File: src/rtl/mem_access_ctrl.sv
// mem_access_ctrl: sequences MEM-stage loads/stores into the L1 D-cache
// request handshake, stalls until ack, returns extended big-endian load data.
//
// Ports:
//   clk, rst              clock, async active-high reset
//   mem_valid_i/op/addr/wdata  MEM-stage operation
//   flush_i               pipeline flush (suppresses a pending load result)
//   stall_req_o           hold the pipeline
//   load_data_o/valid_o   extended load result, one-cycle valid pulse
//   adel_o/ades_o         misaligned load/store address errors
//   sysce_o/syswe_o/sel_o/addr_o/data_to_store_o  cache request
//   data_to_load_i, cache_ack_i  cache response
module mem_access_ctrl (
    input  logic        clk,
    input  logic        rst,
    input  logic        mem_valid_i,
    input  logic [3:0]  mem_op_i,
    input  logic [31:0] mem_addr_i,
    input  logic [31:0] mem_wdata_i,
    input  logic        flush_i,
    output logic        stall_req_o,
    output logic [31:0] load_data_o,
    output logic        load_valid_o,
    output logic        adel_o,
    output logic        ades_o,
    output logic        sysce_o,
    output logic        syswe_o,
    output logic [3:0]  sel_o,
    output logic [31:0] addr_o,
    output logic [31:0] data_to_store_o,
    input  logic [31:0] data_to_load_i,
    input  logic        cache_ack_i
);

    typedef enum logic [1:0] {
        IDLE = 2'd0,
        REQ  = 2'd1,
        DONE = 2'd2
    } state_t;

    localparam logic [3:0] OP_LB  = 4'd1;
    localparam logic [3:0] OP_LBU = 4'd2;
    localparam logic [3:0] OP_LH  = 4'd3;
    localparam logic [3:0] OP_LHU = 4'd4;
    localparam logic [3:0] OP_LW  = 4'd5;
    localparam logic [3:0] OP_SB  = 4'd6;
    localparam logic [3:0] OP_SH  = 4'd7;
    localparam logic [3:0] OP_SW  = 4'd8;

    function automatic logic is_load(input logic [3:0] op);
        return (op >= OP_LB) && (op <= OP_LW);
    endfunction

    function automatic logic is_store(input logic [3:0] op);
        return (op >= OP_SB) && (op <= OP_SW);
    endfunction

    state_t      state_q, state_d;
    logic        sysce_q, sysce_d;
    logic        syswe_q, syswe_d;
    logic [3:0]  sel_q, sel_d;
    logic [31:0] addr_q, addr_d;
    logic [31:0] wdata_q, wdata_d;
    logic [3:0]  op_q, op_d;
    logic [1:0]  off_q, off_d;
    logic        kill_q, kill_d;
    logic [31:0] ldata_q, ldata_d;

    // Decode of the incoming operation
    logic        in_load, in_store, in_byte, in_half, in_word;
    logic        aligned, start;
    logic [3:0]  lane_sel;
    logic [31:0] st_data;

    always_comb begin
        in_load  = is_load(mem_op_i);
        in_store = is_store(mem_op_i);
        in_byte  = (mem_op_i == OP_LB) || (mem_op_i == OP_LBU)
                || (mem_op_i == OP_SB);
        in_half  = (mem_op_i == OP_LH) || (mem_op_i == OP_LHU)
                || (mem_op_i == OP_SH);
        in_word  = (mem_op_i == OP_LW) || (mem_op_i == OP_SW);
        aligned  = in_byte
                || (in_half && !mem_addr_i[0])
                || (in_word && (mem_addr_i[1:0] == 2'b00));
        start    = (state_q == IDLE) && mem_valid_i
                && (in_load || in_store) && aligned && !flush_i;
    end

    // Byte lanes and replicated store data (big-endian: offset 0 is [31:24])
    always_comb begin
        lane_sel = 4'b0000;
        st_data  = mem_wdata_i;
        if (in_byte) begin
            lane_sel = 4'b1000 >> mem_addr_i[1:0];
            st_data  = {4{mem_wdata_i[7:0]}};
        end else if (in_half) begin
            lane_sel = mem_addr_i[1] ? 4'b0011 : 4'b1100;
            st_data  = {2{mem_wdata_i[15:0]}};
        end else if (in_word) begin
            lane_sel = 4'b1111;
            st_data  = mem_wdata_i;
        end
    end

    // Lane extraction of the returning cache word
    logic [7:0]  rd_byte;
    logic [15:0] rd_half;
    logic [31:0] rd_ext;

    always_comb begin
        unique case (off_q)
            2'd0:    rd_byte = data_to_load_i[31:24];
            2'd1:    rd_byte = data_to_load_i[23:16];
            2'd2:    rd_byte = data_to_load_i[15:8];
            default: rd_byte = data_to_load_i[7:0];
        endcase
        rd_half = off_q[1] ? data_to_load_i[15:0] : data_to_load_i[31:16];
        unique case (op_q)
            OP_LB:   rd_ext = {{24{rd_byte[7]}}, rd_byte};
            OP_LBU:  rd_ext = {24'h0, rd_byte};
            OP_LH:   rd_ext = {{16{rd_half[15]}}, rd_half};
            OP_LHU:  rd_ext = {16'h0, rd_half};
            default: rd_ext = data_to_load_i;
        endcase
    end

    always_comb begin
        state_d = state_q;
        sysce_d = sysce_q;
        syswe_d = syswe_q;
        sel_d   = sel_q;
        addr_d  = addr_q;
        wdata_d = wdata_q;
        op_d    = op_q;
        off_d   = off_q;
        kill_d  = kill_q;
        ldata_d = ldata_q;
        unique case (state_q)
            IDLE: begin
                if (start) begin
                    state_d = REQ;
                    sysce_d = 1'b1;
                    syswe_d = in_store;
                    sel_d   = lane_sel;
                    addr_d  = {mem_addr_i[31:2], 2'b00};
                    wdata_d = st_data;
                    op_d    = mem_op_i;
                    off_d   = mem_addr_i[1:0];
                    kill_d  = 1'b0;
                end
            end
            REQ: begin
                // A flush never aborts the bus transaction; it only
                // marks the result as dead, including on the ack cycle.
                if (flush_i) begin
                    kill_d = 1'b1;
                end
                if (cache_ack_i) begin
                    state_d = DONE;
                    sysce_d = 1'b0;
                    syswe_d = 1'b0;
                    sel_d   = 4'b0000;
                    if (is_load(op_q) && !kill_q && !flush_i) begin
                        ldata_d = rd_ext;
                    end
                end
            end
            DONE: begin
                state_d = IDLE;
                kill_d  = 1'b0;
            end
            default: begin
                state_d = IDLE;
            end
        endcase
    end

    always_ff @(posedge clk or posedge rst) begin
        if (rst) begin
            state_q <= IDLE;
            sysce_q <= 1'b0;
            syswe_q <= 1'b0;
            sel_q   <= 4'b0000;
            addr_q  <= 32'h0;
            wdata_q <= 32'h0;
            op_q    <= 4'h0;
            off_q   <= 2'b00;
            kill_q  <= 1'b0;
            ldata_q <= 32'h0;
        end else begin
            state_q <= state_d;
            sysce_q <= sysce_d;
            syswe_q <= syswe_d;
            sel_q   <= sel_d;
            addr_q  <= addr_d;
            wdata_q <= wdata_d;
            op_q    <= op_d;
            off_q   <= off_d;
            kill_q  <= kill_d;
            ldata_q <= ldata_d;
        end
    end

    // Stall drops in DONE so the pipeline advances exactly once.
    assign stall_req_o     = start || (state_q == REQ);
    assign adel_o          = (state_q == IDLE) && mem_valid_i
                          && in_load && !aligned;
    assign ades_o          = (state_q == IDLE) && mem_valid_i
                          && in_store && !aligned;
    assign load_valid_o    = (state_q == DONE) && is_load(op_q) && !kill_q;
    assign load_data_o     = ldata_q;
    assign sysce_o         = sysce_q;
    assign syswe_o         = syswe_q;
    assign sel_o           = sel_q;
    assign addr_o          = addr_q;
    assign data_to_store_o = wdata_q;

endmodule

File: config.mk
export PLATFORM = sky130hd
export DESIGN_NAME = mem_access_ctrl
export DESIGN_NICKNAME = d
export VERILOG_FILES = /design/src/rtl/mem_access_ctrl.sv
export SDC_FILE = /design/constraint.sdc
export NUM_CORES = 1
export LEC_CHECK = 0
export CELL_PAD_IN_SITES_DETAIL_PLACEMENT = 2
export CELL_PAD_IN_SITES_GLOBAL_PLACEMENT = 2
export CORE_MARGIN = 8
export CORE_UTILIZATION = 27
export DETAILED_ROUTE_END_ITERATION = 12
export GPL_ROUTABILITY_DRIVEN = 0
export PLACE_DENSITY_LB_ADDON = 0.1
export SYNTH_ARGS = -nofsm -noshare
export SYNTH_HDL_FRONTEND = slang
export SYNTH_SLANG_ARGS = --single-unit
File: constraint.sdc
create_clock -name clk -period 4.4 [get_ports clk]
set_clock_uncertainty 0.15 [all_clocks]
set_input_delay 0.44 -clock clk [delete_from_list [all_inputs] [get_ports clk]]
set_output_delay 0.44 -clock clk [all_outputs]
set_load 0.02 [all_outputs]
==> results_dict.tcl <==
set metrics [dict create \
    ys_ff_latch 109 \
    cp-end-kind "output port" \
    synth-simple-area-share 0.118 \
    core_region_area_sq_mm 0.0209 \
    synth_mux_area_frac 0.231 \
    seqPwrFrac 0.348 \
    clkLatencyLatePin_ns 0.35 \
    wl_per_cell_microns 20.8 \
    dieHeight_microns 162 \
    layout_commonest_cell "clkdlybuf4s50_1" \
    clk_path_buf_depth 2 \
    path_clk_slew_ns 0.08 \
    num_vias 4896 \
    synthFlopType "dfrtp_1" \
    drv_cap 0 \
    fp.dieW_microns 162 \
    placed_area_sq_mm 0.00806 \
    synth_edf_count 0 \
    hold_viol_final 0 \
    diodes 0 \
    p_comb_frac 0.477 \
    stdcell_count 995 \
    grt_max_degree 77 \
    finalPower_mw 4.65 \
    p_per_area_mw_per_mm2 556 \
    min_period_over_period 0.834 \
    power_leakage_nw 3.53 \
    layout_common_cells "clkdlybuf4s50_1, dfrtp_1, mux2_2" \
    rsz0062_at_grt "false" \
    startpoint_type "input pin" \
    cts_tree "done" \
    drc 0 \
    peakVddDrop_mv 0.222 \
    power_frac_clock 0.175 \
    setup_viol 0 \
    cts_hold_buf 0 \
    power_switching_share 0.385 \
    cts-root-buf "clkbuf_16" \
    port_buffers 208 \
    finalSetupTns_ns 0 \
    placed_cells 979 \
    vias_per_cell 4.92 \
    worst_pin_slew_ns 1.04 \
    synth_fa_ha_area_frac 0 \
    fillCellCount 2222 \
    cts-resized-gates 0 \
    grt_usage 0.160 \
    overflow 0 \
    required_ns 3.81 \
    grt_pass1_wl_mm 32.9 \
    ys_seq_area_frac 0.477 \
    post-cts-setup-buffers 0 \
    start_util 0.274 \
    area_delta_synth_final_pct 46.0 \
    yosysUniqueCellTypes 53 \
    final_nets 820 \
    synthArstFlopShare 1.00 \
    drive_above_1_share 0.171 \
    ant_nets 0 \
    post-route-min-period_ns 3.67 \
    htreeDepth 3 \
    rrSetupSlack_ns 1.70 \
    status "finished, final reports clean" \
    synth_xor_area_frac 0.00460 \
    numCtsBuffers 9 \
    drtIter0Drc 155 \
    hpwl_mm 16.0 \
    std_cell_rows 53 \
    synth_top_family_by_area "multiplexers" \
    power.internal_mw 2.86 \
    synthCells 520 \
    antenna_found_initial 1 \
    path_class "input pin to output port" \
    fin_util 0.400 \
    p_sw_mw 1.79 \
    path_max_fanout 12 \
    grt_pass1_vias 5665 \
    die-area_sq_mm 0.0261 \
    drv_slew 0 \
    synth_compound_area_frac 0.125 \
    dr.pass1.iters 4 \
    cts.sinks 109 \
    fin_area_sq_mm 0.00835 \
    syn_avg_cell_area_sq_um 11.0 \
    cp.arrival_ns 3.08 \
    synth_area_sq_mm 0.00572 \
    slew-limit-headroom 0.309 \
    io_pins 211 \
    hp-class "flop to flop" \
    yosys_warnings 0 \
    max_freq_mhz 273 \
    wl_mm 20.7 \
]
## registers in the layout, summed over array words and instances, names as in the netlist
register         count
state_q              2
op_q                 4
sel_o                4
off_q                2
load_data_o         32
data_to_store_o     32
syswe_o              1
sysce_o              1
kill_q               1
addr_o              30
## worst max-delay path, cell delays in order
cell,delay (ns)
clkdlybuf4s50_1,0.71
nand2_1,0.13
a221oi_1,0.34
o32ai_2,0.19
nand2b_1,0.20
a2111oi_0,0.38
clkdlybuf4s50_1,0.68
## through the flow
stage / setup slack (ns) / hold WS (ns)
3_3_place_gp: 0.847 / 0.319
3_5_place_dp: 0.695 / 0.329
2_1_floorplan: 0.936 / 0.375
6_report: 0.732 / 0.340
4_1_cts: 0.714 / 0.351
5_1_grt: 0.532 / 0.369
## synthesized netlist by cell type, types with 2 or more instances
cell type	instances	area share
buf_1	2	0.0013
nand2b_1	6	0.0066
o22ai_1	24	0.026
buf_2	12	0.011
mux2i_1	24	0.042
nor3b_1	2	0.0026
and3b_1	15	0.023
o21bai_1	7	0.0092
mux4_2	8	0.032
nor2_1	34	0.022
dfrtp_1	109	0.48
nand2_1	47	0.031
xor2_1	2	0.0031
inv_1	16	0.011
o21ai_0	19	0.017
mux2_2	79	0.16
or3_1	7	0.0077
a21oi_1	29	0.025
o221ai_1	8	0.012
buf_4	5	0.0066
a2111oi_0	2	0.0031
nand3_1	6	0.0053
clkbuf_1	15	0.0098
nor3_1	3	0.0026
a221oi_1	8	0.012
buf_6	2	0.0039
nor2b_1	3	0.0033
## cell families after synthesis
| logic type | after synthesis |
|---|---|
| simple gates | 131 |
| mux | 112 |
| compound gates | 110 |
| flops | 109 |
| buf+inv | 54 |
| xor+xnor | 3 |
| other cells | 1 |
## worst paths after layout
check	startpoint	endpoint	cells after the start
setup / recovery	mem_op_i[0]	adel_o	7
hold / removal	load_data_o[12]	load_data_o[12]	2
setup reg to reg	off_q[0]	load_data_o[11]	5
hold reg to reg	load_data_o[12]	load_data_o[12]	2
max in group asynchronous	rst	addr_o[10]	3
min in group asynchronous	rst	addr_o[26]	2
## power groups by stage
stage                     logic, mW  registers [mW]  clock network [mW]
after detailed placement       2.25            1.65                   0
after CTS                      2.26            1.63               0.853
after global placement         2.21            1.62                   0
final                          2.22            1.62               0.812
after floorplan               0.782            2.00                   0
after global routing           2.39            1.68               0.882
## final cells by class
class                   count  area (sq um)  share of cell area
repair buffers            219          2160               0.259
flip-flops and latches    109          2730               0.327
clock buffers               9           225              0.0270
inverters                  18          70.1             0.00839
clock inverters             7          60.1             0.00719
multi-input cells         358          2760               0.330
well taps                 275           344              0.0412
## metal layers
metal / part of all wire / vias to the layer above / wire length [microns] / track usage
met4: 0.011 / 2 / 231 / 0.0467
met1: 0.42 / 2466 / 8630 / 0.186
met5: 0.00082 / - / 17 / 0
met2: 0.48 / 141 / 9850 / 0.263
met3: 0.095 / 17 / 1970 / 0.0674
li1: - / 2270 / - / -
Note: power is estimated with default switching activity, not from simulation.
